--- config.mk ---
export PLATFORM = sky130hd
export DESIGN_NAME = fp_cvt128_to32_pipe
export DESIGN_NICKNAME = d
export VERILOG_FILES = /design/src/rtl/fp_cvt128_to32_pipe_pkg.sv /design/src/rtl/fp_cvt128_to32_pipe_round32.sv /design/src/rtl/fp_cvt128_to32_pipe.sv
export SDC_FILE = /design/constraint.sdc
export NUM_CORES = 1
export LEC_CHECK = 0
export CAP_MARGIN = 20
export CORE_MARGIN = 1.5
export CORE_UTILIZATION = 48
export CTS_CLUSTER_SIZE = 20
export DETAILED_ROUTE_END_ITERATION = 7
export PLACE_DENSITY = 0.77
export RECOVER_POWER = 50
export SLEW_MARGIN = 10
export SYNTH_ARGS = -nofsm -noshare
export SYNTH_HDL_FRONTEND = slang
export SYNTH_SLANG_ARGS = --single-unit
--- constraint.sdc ---
create_clock -name clk -period 3.75 [get_ports clk]
set_input_delay 0.5625 -clock clk [delete_from_list [all_inputs] [get_ports clk]]
set_output_delay 0.5625 -clock clk [all_outputs]
set_load 0.01 [all_outputs]
--- src/rtl/fp_cvt128_to32_pipe_pkg.sv ---
// Shared types for the FP128 -> FP32 narrowing convert: round modes, flags, stage payloads.
// Latency: n/a (types and a pure helper function only).
// Backpressure: n/a.
package fp_cvt128_to32_pipe_pkg;

  typedef enum logic [2:0] {
    RM_RNE = 3'd0,
    RM_RTZ = 3'd1,
    RM_RDN = 3'd2,
    RM_RUP = 3'd3,
    RM_RMM = 3'd4
  } rm_e;

  typedef struct packed {
    logic invalid;
    logic overflow;
    logic underflow;
    logic inexact;
    logic div_zero;   // never set by a convert, slot kept for flag-vector alignment
  } flags_t;

  typedef logic [31:0]  fp32_t;
  typedef logic [127:0] fp128_t;

  // quad bias minus single bias: 16383 - 127
  localparam logic [16:0] EXP_REBIAS = 17'd16256;

  // Stage-1 payload: classified operand, rebiased exponent, significand cut to 23+G+R+S
  typedef struct packed {
    logic        sign;
    logic        zero;
    logic        sub;
    logic        inf;
    logic        nan;
    logic        snan;
    logic [16:0] e;      // two's complement single-precision exponent
    logic [22:0] frac;
    logic        g;
    logic        r;
    logic        s;
    rm_e         rm;
  } unpk_t;

  // Stage-2 payload: operand aligned for single precision, ready to round
  typedef struct packed {
    logic        sign;
    logic        zero;
    logic        sub;
    logic        inf;
    logic        nan;
    logic        snan;
    logic        tiny;   // pre-round exponent <= 0
    logic        ovf;    // pre-round exponent >= 255
    logic [7:0]  exp;
    logic [23:0] mant;   // with hidden bit
    logic        g;
    logic        r;
    logic        s;
    rm_e         rm;
  } algn_t;

  // Reserved round-mode encodings fall back to round-to-nearest-even
  function automatic rm_e rm_decode(input logic [2:0] raw);
    rm_e m;
    case (raw)
      3'd1:    m = RM_RTZ;
      3'd2:    m = RM_RDN;
      3'd3:    m = RM_RUP;
      3'd4:    m = RM_RMM;
      default: m = RM_RNE;
    endcase
    return m;
  endfunction

endpackage

--- src/rtl/fp_cvt128_to32_pipe_round32.sv ---
// Combinational FP32 rounder: applies round mode to mant+G/R/S, handles carries and overflow saturation.
// Latency: 0 cycles (pure combinational).
// Backpressure: none; the enclosing pipeline stage holds the inputs stable.
module fp_cvt128_to32_pipe_round32
  import fp_cvt128_to32_pipe_pkg::*;
(
  input  logic        sign,
  input  logic [23:0] mant,
  input  logic        g,
  input  logic        r,
  input  logic        s,
  input  logic [7:0]  exp,
  input  logic        ovf_in,
  input  rm_e         rm,
  output fp32_t       res,
  output logic        ovf,
  output logic        inx
);

  logic        any_lost;
  logic        up;
  logic        to_inf;
  logic [24:0] sum;
  logic [8:0]  exp_r;
  logic [22:0] frac_r;

  // Increment decision, mantissa carry into the exponent, and overflow result selection
  always_comb begin
    any_lost = g | r | s;
    case (rm)
      RM_RTZ:  up = 1'b0;
      RM_RDN:  up = sign & any_lost;
      RM_RUP:  up = ~sign & any_lost;
      RM_RMM:  up = g;
      default: up = g & (r | s | mant[0]);
    endcase
    sum    = {1'b0, mant} + {24'd0, up};
    exp_r  = {1'b0, exp};
    frac_r = sum[22:0];
    if (sum[24]) begin
      // 1.111..1 rounded up: mantissa becomes 1.0, exponent bumps
      exp_r  = exp_r + 9'd1;
      frac_r = sum[23:1];
    end else if (exp == 8'd0 && sum[23]) begin
      // largest subnormal rounded up into the smallest normal
      exp_r = 9'd1;
    end
    ovf    = ovf_in | (exp_r >= 9'd255);
    inx    = any_lost | ovf;
    // directed modes saturate to max-finite when rounding toward zero magnitude
    to_inf = ~((rm == RM_RTZ) | ((rm == RM_RDN) & ~sign) | ((rm == RM_RUP) & sign));
    if (ovf) res = to_inf ? {sign, 8'hFF, 23'd0} : {sign, 8'hFE, 23'h7FFFFF};
    else     res = {sign, exp_r[7:0], frac_r};
  end

endmodule

--- src/rtl/fp_cvt128_to32_pipe.sv ---
// FP128 -> FP32 narrowing convert with rounding and IEEE exception flags, tag carried alongside.
// Latency: 3 cycles (unpack, align, round), one result per cycle.
// Backpressure: valid/ready; a stage loads when empty or advancing, outputs held while out_ready is low.
module fp_cvt128_to32_pipe
  import fp_cvt128_to32_pipe_pkg::*;
#(
  parameter int TAG_W = 4
) (
  input  logic             clk,
  input  logic             rst_n,
  input  logic             in_valid,
  output logic             in_ready,
  input  logic [127:0]     i,
  input  logic [2:0]       rm,
  input  logic [TAG_W-1:0] tag_i,
  output logic             out_valid,
  input  logic             out_ready,
  output logic [31:0]      o,
  output logic [TAG_W-1:0] tag_o,
  output logic [4:0]       flags
);

  logic             v1_q, v1_d, v2_q, v2_d, v3_q, v3_d;
  logic             rdy1, rdy2, rdy3;
  unpk_t            s1_q, s1_d, s1_n;
  algn_t            s2_q, s2_d, s2_n;
  fp32_t            o_q, o_d, o_n;
  flags_t           flags_q, flags_d, flags_n;
  logic [TAG_W-1:0] tag1_q, tag1_d, tag2_q, tag2_d, tag3_q, tag3_d;

  logic [14:0]        in_exp;
  logic [111:0]       in_sig;
  logic signed [16:0] e_s;
  logic [4:0]         sh;
  logic [25:0]        pre, post, lost_mask;
  fp32_t              rnd_res;
  logic               rnd_ovf, rnd_inx;

  assign in_exp = i[126:112];
  assign in_sig = i[111:0];

  // Stage 1: classify the quad operand, rebias its exponent, fold low significand into sticky
  always_comb begin
    s1_n      = '0;
    s1_n.sign = i[127];
    s1_n.zero = (in_exp == 15'd0) && (in_sig == 112'd0);
    s1_n.sub  = (in_exp == 15'd0) && (in_sig != 112'd0);
    s1_n.inf  = (&in_exp) && (in_sig == 112'd0);
    s1_n.nan  = (&in_exp) && (in_sig != 112'd0);
    s1_n.snan = s1_n.nan && !in_sig[111];
    s1_n.e    = {2'b00, in_exp} - EXP_REBIAS;
    s1_n.frac = in_sig[111:89];
    s1_n.g    = in_sig[88];
    s1_n.r    = in_sig[87];
    s1_n.s    = |in_sig[86:0];
    s1_n.rm   = rm_decode(rm);
  end

  // Stage 2: flag out-of-range exponents, denormalise tiny values with sticky collection
  always_comb begin
    e_s       = signed'(s1_q.e);
    s2_n      = '0;
    s2_n.sign = s1_q.sign;
    s2_n.zero = s1_q.zero;
    s2_n.sub  = s1_q.sub;
    s2_n.inf  = s1_q.inf;
    s2_n.nan  = s1_q.nan;
    s2_n.snan = s1_q.snan;
    s2_n.rm   = s1_q.rm;
    s2_n.ovf  = (e_s >= 17'sd255);
    s2_n.tiny = (e_s <= 17'sd0);
    pre       = {1'b1, s1_q.frac, s1_q.g, s1_q.r};
    sh        = 5'd0;
    if (e_s <= -17'sd25)  sh = 5'd26;   // everything lands in sticky
    else if (s2_n.tiny)   sh = 5'(17'd1 - s1_q.e);
    lost_mask = (26'd1 << sh) - 26'd1;
    post      = pre >> sh;
    s2_n.exp  = s2_n.tiny ? 8'd0 : s1_q.e[7:0];
    s2_n.mant = post[25:2];
    s2_n.g    = post[1];
    s2_n.r    = post[0];
    s2_n.s    = s1_q.s | (|(pre & lost_mask));
  end

  fp_cvt128_to32_pipe_round32 u_round (
    .sign   (s2_q.sign),
    .mant   (s2_q.mant),
    .g      (s2_q.g),
    .r      (s2_q.r),
    .s      (s2_q.s),
    .exp    (s2_q.exp),
    .ovf_in (s2_q.ovf),
    .rm     (s2_q.rm),
    .res    (rnd_res),
    .ovf    (rnd_ovf),
    .inx    (rnd_inx)
  );

  // Stage 3: special operands bypass the rounder; finite results take its value and flags
  always_comb begin
    o_n     = rnd_res;
    flags_n = '0;
    if (s2_q.nan) begin
      o_n             = {s2_q.sign, 8'hFF, 1'b1, s2_q.mant[21:0]};
      flags_n.invalid = s2_q.snan;
    end else if (s2_q.inf) begin
      o_n = {s2_q.sign, 8'hFF, 23'd0};
    end else if (s2_q.zero) begin
      o_n = {s2_q.sign, 31'd0};
    end else if (s2_q.sub) begin
      // quad subnormals are far below FP32 range: only directed rounding away from zero yields 1 ulp
      o_n = {s2_q.sign, 30'd0,
             ((s2_q.rm == RM_RUP) & ~s2_q.sign) | ((s2_q.rm == RM_RDN) & s2_q.sign)};
      flags_n.underflow = 1'b1;
      flags_n.inexact   = 1'b1;
    end else begin
      flags_n.overflow  = rnd_ovf;
      flags_n.inexact   = rnd_inx;
      flags_n.underflow = s2_q.tiny & rnd_inx;
    end
  end

  // Ready chain and next-state selection: a stage loads when empty or its contents move on
  always_comb begin
    rdy3    = ~v3_q | out_ready;
    rdy2    = ~v2_q | rdy3;
    rdy1    = ~v1_q | rdy2;
    v1_d    = rdy1 ? in_valid : v1_q;
    v2_d    = rdy2 ? v1_q : v2_q;
    v3_d    = rdy3 ? v2_q : v3_q;
    s1_d    = s1_q;
    tag1_d  = tag1_q;
    s2_d    = s2_q;
    tag2_d  = tag2_q;
    o_d     = o_q;
    flags_d = flags_q;
    tag3_d  = tag3_q;
    if (rdy1 && in_valid) begin
      s1_d   = s1_n;
      tag1_d = tag_i;
    end
    if (rdy2 && v1_q) begin
      s2_d   = s2_n;
      tag2_d = tag1_q;
    end
    if (rdy3 && v2_q) begin
      o_d     = o_n;
      flags_d = flags_n;
      tag3_d  = tag2_q;
    end
  end

  // Pipeline state; reset drops every in-flight operation
  always_ff @(posedge clk or negedge rst_n) begin
    if (!rst_n) begin
      v1_q    <= 1'b0;
      v2_q    <= 1'b0;
      v3_q    <= 1'b0;
      s1_q    <= '0;
      s2_q    <= '0;
      o_q     <= '0;
      flags_q <= '0;
      tag1_q  <= '0;
      tag2_q  <= '0;
      tag3_q  <= '0;
    end else begin
      v1_q    <= v1_d;
      v2_q    <= v2_d;
      v3_q    <= v3_d;
      s1_q    <= s1_d;
      s2_q    <= s2_d;
      o_q     <= o_d;
      flags_q <= flags_d;
      tag1_q  <= tag1_d;
      tag2_q  <= tag2_d;
      tag3_q  <= tag3_d;
    end
  end

  assign in_ready  = rdy1;
  assign out_valid = v3_q;
  assign o         = o_q;
  assign tag_o     = tag3_q;
  assign flags     = flags_q;

endmodule
== Word level (Yosys, flattened, before mapping) ==
Index checks and enable logic that the tools add are counted.

* Add/sub/neg operators: 5
* Multipliers: 0
* Divide/modulo/power cells: 0
* Order comparisons: 4
* Eq/ne operators: 8
* Shift operators: 2
* Mux-type cells: 20
* Bitwise operators: 26
* Reductions and logical operators: 17

{| class="wikitable"
|+ Operators by type and width
! operator !! count
|-
| 2-to-1 mux 31 bit || 5
|-
| logical NOT 112 bit || 1
|-
| nonzero test 112 bit || 1
|-
| OR reduction 87 bit || 1
|-
| AND 26 bit || 1
|-
| OR reduction 26 bit || 1
|-
| left shift 1 x 5 -> 26 bit (first input constant) || 1
|-
| right shift 26 x 5 -> 26 bit || 1
|-
| subtractor 26 x 1 -> 26 bit (second input constant) || 1
|-
| adder 24 x 1 -> 25 bit || 1
|-
| 2-to-1 mux 24 bit || 1
|-
| 2-to-1 mux 23 bit || 1
|-
| greater-or-equal comparator 16 x 9 -> 1 bit (second input constant) || 1
|-
| less-or-equal comparator 16 x 1 -> 1 bit (second input constant) || 1
|-
| less-or-equal comparator 16 x 6 -> 1 bit (second input constant) || 1
|-
| 2-to-1 mux 8 bit || 2
|-
| subtractor 15 x 14 -> 16 bit (second input constant) || 1
|-
| logical NOT 15 bit || 1
|-
| AND reduction 15 bit || 1
|-
| bitwise OR 1 bit || 13
|-
| equality test 3 x 2 -> 1 bit (second input constant) || 4
|-
| one-hot mux 3 bit (4 select lines) || 1
|-
| 2-to-1 mux 5 bit || 2
|-
| adder 8 x 1 -> 9 bit (second input constant) || 1
|-
| 14 further kinds || 37
|}

* Register bits after elaboration: 148
* Bits in latches: 0
* Bits in writable memories: 0
* Memory bits (read-only): 0
* Input port bits: 139
* Logic and storage cells: 119
* Memories kept: 0

== Depth between registers and ports, before layout ==
* Word-level depth: 16
* Mapped depth: 18
* Depth with buffers taken out: 15

== Hierarchy ==
Synthesis repeated with hierarchy kept, for this count alone.

* Cell total of the unflattened synthesis: 1,041
* Area, all modules: 9,429.0 um^2

{| class="wikitable"
|+ Modules (own cells, without submodules)
! module !! times used !! cells each !! area an instance (um^2) !! sequential area each (um^2)
|-
| fp_cvt128_to32_pipe || 1 || 851 || 8,126.5 || 3,703.6
|-
| fp_cvt128_to32_pipe_round32 || 1 || 190 || 1,302.5 || 0.0
|}

== Worst setup path before layout ==
OpenSTA, ideal clock, no wires.

* Path type: flip-flop to flip-flop
* Start: reg s1_q (netlist bit e_s[1])
* End: reg s2_q[3] (netlist bit)
* Library setup time: 0.126 ns
* Arrival time: 3.766 ns
* Required time: 3.624 ns
* Slack: -0.142 ns
* Cell stages (with the launch flop): 19
* Clock period less this slack: 3.892 ns
* Cells stage by stage: dfrtp_1 buf_2 inv_1 clkbuf_1 ha_1 clkbuf_1 nor2_1 nand2_1 nor2_1 o21ai_0 ha_1 clkbuf_1 inv_1 a41o_1 or3b_1 a31o_2 nand3_1 nand4_1 o32a_1

* Longest elaborated chain between the ends: 8

{| class="wikitable"
|+ Ends and longest elaborated chain
! item !! RTL line !! RTL
|-
| start, declared || fp_cvt128_to32_pipe.sv:25 || <nowiki>unpk_t s1_q, s1_d, s1_n;</nowiki>
|-
| start signal, assigned || fp_cvt128_to32_pipe.sv:159 || <nowiki>s1_q <= '0;</nowiki>
|-
| start signal, assigned || fp_cvt128_to32_pipe.sv:170 || <nowiki>s1_q <= s1_d;</nowiki>
|-
| less-or-equal comparator 16 x 1 -> 1 bit or subtractor 1 x 5 -> 5 bit (tied branches) || fp_cvt128_to32_pipe.sv:71, fp_cvt128_to32_pipe.sv:75 ||
|-
| 2-to-1 mux 5 bit || fp_cvt128_to32_pipe.sv:75 || <nowiki>else if (s2_n.tiny) sh = 5'(17'd1 - s1_q.e);</nowiki>
|-
| 2-to-1 mux 5 bit * || fp_cvt128_to32_pipe.sv:74 || <nowiki>if (e_s <= -17'sd25) sh = 5'd26;</nowiki>
|-
| left shift 1 x 5 -> 26 bit * || fp_cvt128_to32_pipe.sv:76 || <nowiki>lost_mask = (26'd1 << sh) - 26'd1;</nowiki>
|-
| subtractor 26 x 1 -> 26 bit * || fp_cvt128_to32_pipe.sv:76 ||
|-
| AND 26 bit * || fp_cvt128_to32_pipe.sv:82 || <nowiki>s2_n.s = s1_q.s | (|(pre & lost_mask));</nowiki>
|-
| OR reduction 26 bit * || fp_cvt128_to32_pipe.sv:82 ||
|-
| bitwise OR 1 bit * || fp_cvt128_to32_pipe.sv:82 ||
|-
| end signal, assigned || fp_cvt128_to32_pipe.sv:160 || <nowiki>s2_q <= '0;</nowiki>
|-
| end signal, assigned || fp_cvt128_to32_pipe.sv:171 || <nowiki>s2_q <= s2_d;</nowiki>
|-
| end, declared || fp_cvt128_to32_pipe.sv:26 || <nowiki>algn_t s2_q, s2_d, s2_n;</nowiki>
|}

Mark *: on every way between the ends. The rest lies on a longest branch, timed or not.
A chain may end at the register's enable or synchronous reset.

== Worst setup path in the final report ==
* Start: reg s2_q[1] (netlist bit)
* End: reg o_q[16] (netlist: o[16])

* Longest elaborated chain between the ends: 13

{| class="wikitable"
|+ Ends and longest elaborated chain
! item !! RTL line !! RTL
|-
| equality test 3 bit (tied with other cells) || fp_cvt128_to32_pipe_round32.sv:30 || <nowiki>case (rm)</nowiki>
|-
| one-hot mux 1 bit (4 select lines) || fp_cvt128_to32_pipe_round32.sv:30 ||
|-
| adder 24 x 1 -> 25 bit || fp_cvt128_to32_pipe_round32.sv:37 || <nowiki>sum = {1'b0, mant} + {24'd0, up};</nowiki>
|-
| logical AND 1 bit || fp_cvt128_to32_pipe_round32.sv:44 || <nowiki>end else if (exp == 8'd0 && sum[23]) begin</nowiki>
|-
| 2-to-1 mux 8 bit || fp_cvt128_to32_pipe_round32.sv:44 ||
|-
| 2-to-1 mux 9 bit || fp_cvt128_to32_pipe_round32.sv:40 || <nowiki>if (sum[24]) begin</nowiki>
|-
| greater-or-equal comparator 9 x 8 -> 1 bit || fp_cvt128_to32_pipe_round32.sv:48 || <nowiki>ovf = ovf_in | (exp_r >= 9'd255);</nowiki>
|-
| bitwise OR 1 bit || fp_cvt128_to32_pipe_round32.sv:48 ||
|-
| 2-to-1 mux 31 bit * || fp_cvt128_to32_pipe_round32.sv:52 || <nowiki>if (ovf) res = to_inf ? {sign, 8'hFF, 23'd0} : {sign, 8'hFE, 23'h7FFFFF};</nowiki>
|-
| 2-to-1 mux 31 bit * || fp_cvt128_to32_pipe.sv:110 || <nowiki>end else if (s2_q.sub) begin</nowiki>
|-
| 2-to-1 mux 31 bit * || fp_cvt128_to32_pipe.sv:108 || <nowiki>end else if (s2_q.zero) begin</nowiki>
|-
| 2-to-1 mux 31 bit * || fp_cvt128_to32_pipe.sv:106 || <nowiki>end else if (s2_q.inf) begin</nowiki>
|-
| 2-to-1 mux 31 bit * || fp_cvt128_to32_pipe.sv:103 || <nowiki>if (s2_q.nan) begin</nowiki>
|-
| end signal, assigned || fp_cvt128_to32_pipe.sv:161 || <nowiki>o_q <= '0;</nowiki>
|-
| end signal, assigned || fp_cvt128_to32_pipe.sv:172 || <nowiki>o_q <= o_d;</nowiki>
|-
| end, declared || fp_cvt128_to32_pipe.sv:27 || <nowiki>fp32_t o_q, o_d, o_n;</nowiki>
|}

Marked as above.

==> metrics.csv <==
stage;metric;value;unit
route;num_vias;9915;
sta;rsz0062_at_grt;yes;
min_path;hp-class;flop to flop;
final_layout;drive_gt1_frac;0.133;
power_and_ir_drop;vdd_drop_max;0.000310;V
route;viasPerCell;6.18;
logic_synthesis;syn_nets;1290;
grt;gr-total-overflow;0;
floorplanning;rows;51;
final_layout;diodes;0;
place;portBuffers;180;
power_and_ir_drop;power.leakage;5.06;nW
floorplanning;die_y;145;um
sta;max_freq;283;MHz
status;violations;capacitance limit, slew limit;
logic_synthesis;synth_top_area_cell;dfrtp_1;
power_and_ir_drop;sequentialPowerShare;0.361;
floorplanning;core_area;19500;um^2
sta;slew_viol_final;156;
route;drt-total-wl;32.2;mm
job;cap_violations;2;
critical_path;path_cells;nor2b_1, and2_1, ha_1, nand2_1, o22ai_1, ha_2, ha_2, and4_2, and4_1, and4_1, o21ai_0, o21a_2, buf_4, buf_4, a311oi_1, a21oi_1, o21ai_0;
power_and_ir_drop;swShare;0.382;
clock_tree;cts_root_buffer;clkbuf_16;
final_layout;nNetsFinal;1474;
logic_synthesis;syn_area;9620;um^2
place;dp_hpwl;24.4;mm
logic_synthesis;ys_types;81;
clock_tree;cts_buffers;17;
critical_path;slowest_delay;0.41;ns
sta;worstMarginPinSlew;2.51;ns
place;gp_congestion;1.01;
status;status;complete, but fails checks;
final_layout;syn2layout_area_growth;30.1;%
critical_path;criticalPathCategory;flop to flop;
sta;finalCritPeriodShare;0.943;
power_and_ir_drop;p_per_area;527;nW/um^2
critical_path;cp.arrival;3.88;ns
grt;antenna_found_initial;0;
logic_synthesis;netlist_instances;1143;
floorplanning;initial_core_util;0.493;
final_layout;final_core_util;0.641;
logic_synthesis;synth_edf_count;0;
critical_path;critPathMaxFanout;9;
floorplanning;die_area;20900;um^2
clock_tree;cts_sinks;148;
logic_synthesis;synth_area_leaders;dfrtp_1, nand2_1, mux2_2, o21ai_0, a21oi_1;
grt;grt_max_degree;99;
route;avgRoutedWirePerCell;20.1;um
logic_synthesis;yosys_warnings;0;
clock_tree;clock_latency;0.43;ns
route;ant_nets;0;
logic_synthesis;synth_top_area_frac;0.385;
clock_tree;postCtsHoldBufs;0;
logic_synthesis;ys.flop_type;dfrtp_1;
route;drcViolationCount;0;
sta;hold_viol;0;
sta;fin_tns_setup;0;ns
sta;min_period;3.54;ns
sta;finClkSkew;0.0109;ns
grt;track_usage;0.315;
critical_path;path_buf_inv;2;
grt;grt_pass1_wl;50.5;mm
floorplanning;die_x;145;um
power_and_ir_drop;internal-power;0.00407;W
power_and_ir_drop;clock_power_share;0.253;
critical_path;cp_slowest_cell;dfrtp_1;
logic_synthesis;synth-seq-cells;148;
clock_tree;cts_tree;yes;
sta;slew_headroom;-0.673;
route;drt_iter0_drc;1040;
clock_tree;cts_buffer_depth;2;
grt;grt_pass1_vias;9369;
power_and_ir_drop;p_switching;0.00252;W
sta;setup_viol;0;
power_and_ir_drop;p_comb_frac;0.386;
clock_tree;h-tree-depth;4;
logic_synthesis;async_reset_ff_frac;1.00;
floorplanning;boundaryPins;182;
logic_synthesis;avgSynthCellArea;8.41;um^2
logic_synthesis;yosysSeqAreaShare;0.385;
critical_path;cp_top_family;simple AND/OR/NAND/NOR gates;
critical_path;endpoint_kind;flop;
critical_path;worst_setup_path_start_kind;flop;
route;dr.pass1.iters;5;
clock_tree;clk_pin_slew;0.07;ns
critical_path;required;4.09;ns
==> routing by layer <==
layer / wire length [um] / up-vias / share of wire / global-route usage
met5: 0 / - / 0 / 0
met4: 1530 / 0 / 0.048 / 0.158
met3: 2450 / 108 / 0.076 / 0.0550
met2: 15200 / 555 / 0.47 / 0.519
met1: 12900 / 4633 / 0.40 / 0.398
li1: - / 4619 / - / -
==> kinds of logic after synthesis <==
group,Yosys count,synth area share
AOI/OAI and AO/OA,318,0.215
adders and majority gates,8,0.0104
buffers and inverters,103,0.0440
xor gates and xnor gates,26,0.0245
DFF,148,0.385
and+or+nand+nor,477,0.248
other,1,0.000390
muxes,62,0.0718
==> stage by stage <==
stage,instance area (um^2),setup slack (ns),instances,hold WS (ns),total power (W)
2_1_floorplan,9620,0.0307,1143,0.267,0.00371
3_3_place_gp,11900,0.280,1571,0.450,0.00484
3_5_place_dp,11900,0.132,1571,0.448,0.00488
4_1_cts,12500,0.124,1602,0.265,0.00655
5_1_grt,12500,-0.0208,1604,0.494,0.00694
6_report,12500,0.212,1604,0.463,0.00659
==> timing repair <==
| action | in CTS | in global routing |
|---|---|---|
| endpoints found under the hold margin | 0 | 0 |
| resized for setup | 0 | 12 |
| setup buffers | 0 | 2 |
| endpoints found under the setup margin | 0 | 23 |
==> synthesized netlist by cell type, types with 21 or more instances <==
master / number
inv_1: 21
nor2_1: 66
nand3_1: 36
nor4_1: 42
a21oi_1: 65
o21ai_0: 86
mux2_2: 43
clkbuf_1: 54
o22ai_1: 21
nand4_1: 34
nand2_1: 190
dfrtp_1: 148
==> layout by cell type (no fill, tap or decap), types with 34 or more instances in the layout <==
cell | netlist | routed
nor4_1 | 42 | 41
clkdlybuf4s50_1 | 0 | 178
dfrtp_1 | 148 | 148
nor2_1 | 66 | 63
a21oi_1 | 65 | 65
nand2_1 | 190 | 190
nand3_1 | 36 | 36
mux2_2 | 43 | 43
buf_4 | 5 | 64
nand4_1 | 34 | 34
o21ai_0 | 86 | 85
==> worst min-delay path: cells and delay by family, from the launching register on <==
family | cells | cell delay, ns
flops | 1 | 0.34
simple gates | 2 | 0.10
==> state kept, by name, indices dropped and copies added, names as in the netlist <==
name and flops:
v1_q 1, tag1_q 4, e_s 16, flags 4, s2_q 46, out_valid 1, tag_o 4, v2_q 1
tag2_q 4, s1_q 10, o 32, pre 25
==> power by group through the flow <==
stage | Combinational, W | Sequential (W) | Clock, W
after floorplan | 0.00140 | 0.00231 | 0
after global placement | 0.00247 | 0.00238 | 0
after detailed placement | 0.00248 | 0.00239 | 0
after CTS | 0.00250 | 0.00236 | 0.00169
after global routing | 0.00276 | 0.00242 | 0.00176
final | 0.00255 | 0.00238 | 0.00167
==> final cells by class <==
cell class / instances / area, um^2
Clock buffer: 17 / 425
Clock inverter: 14 / 143
Fill cell: 1694 / 7020
Inverter: 21 / 78.8
Multi-Input combinational cell: 892 / 5540
Sequential cell: 148 / 3700
Tap cell: 265 / 332
Timing Repair Buffer: 247 / 2290
==> worst paths after layout <==
kind                              start  endpoint  slack (ns)  cells after the start
worst min-delay path              o[22]     o[22]        0.46                      2
min in group asynchronous         rst_n      o[2]        0.84                      1
max in group asynchronous         rst_n  s2_q[33]        0.92                      2
worst min register to register    o[22]     o[22]        0.46                      2
worst max-delay path            s2_q[1]     o[16]        0.21                     17
worst max register to register  s2_q[1]     o[16]        0.21                     17
Power figures use the tool's default switching activity.
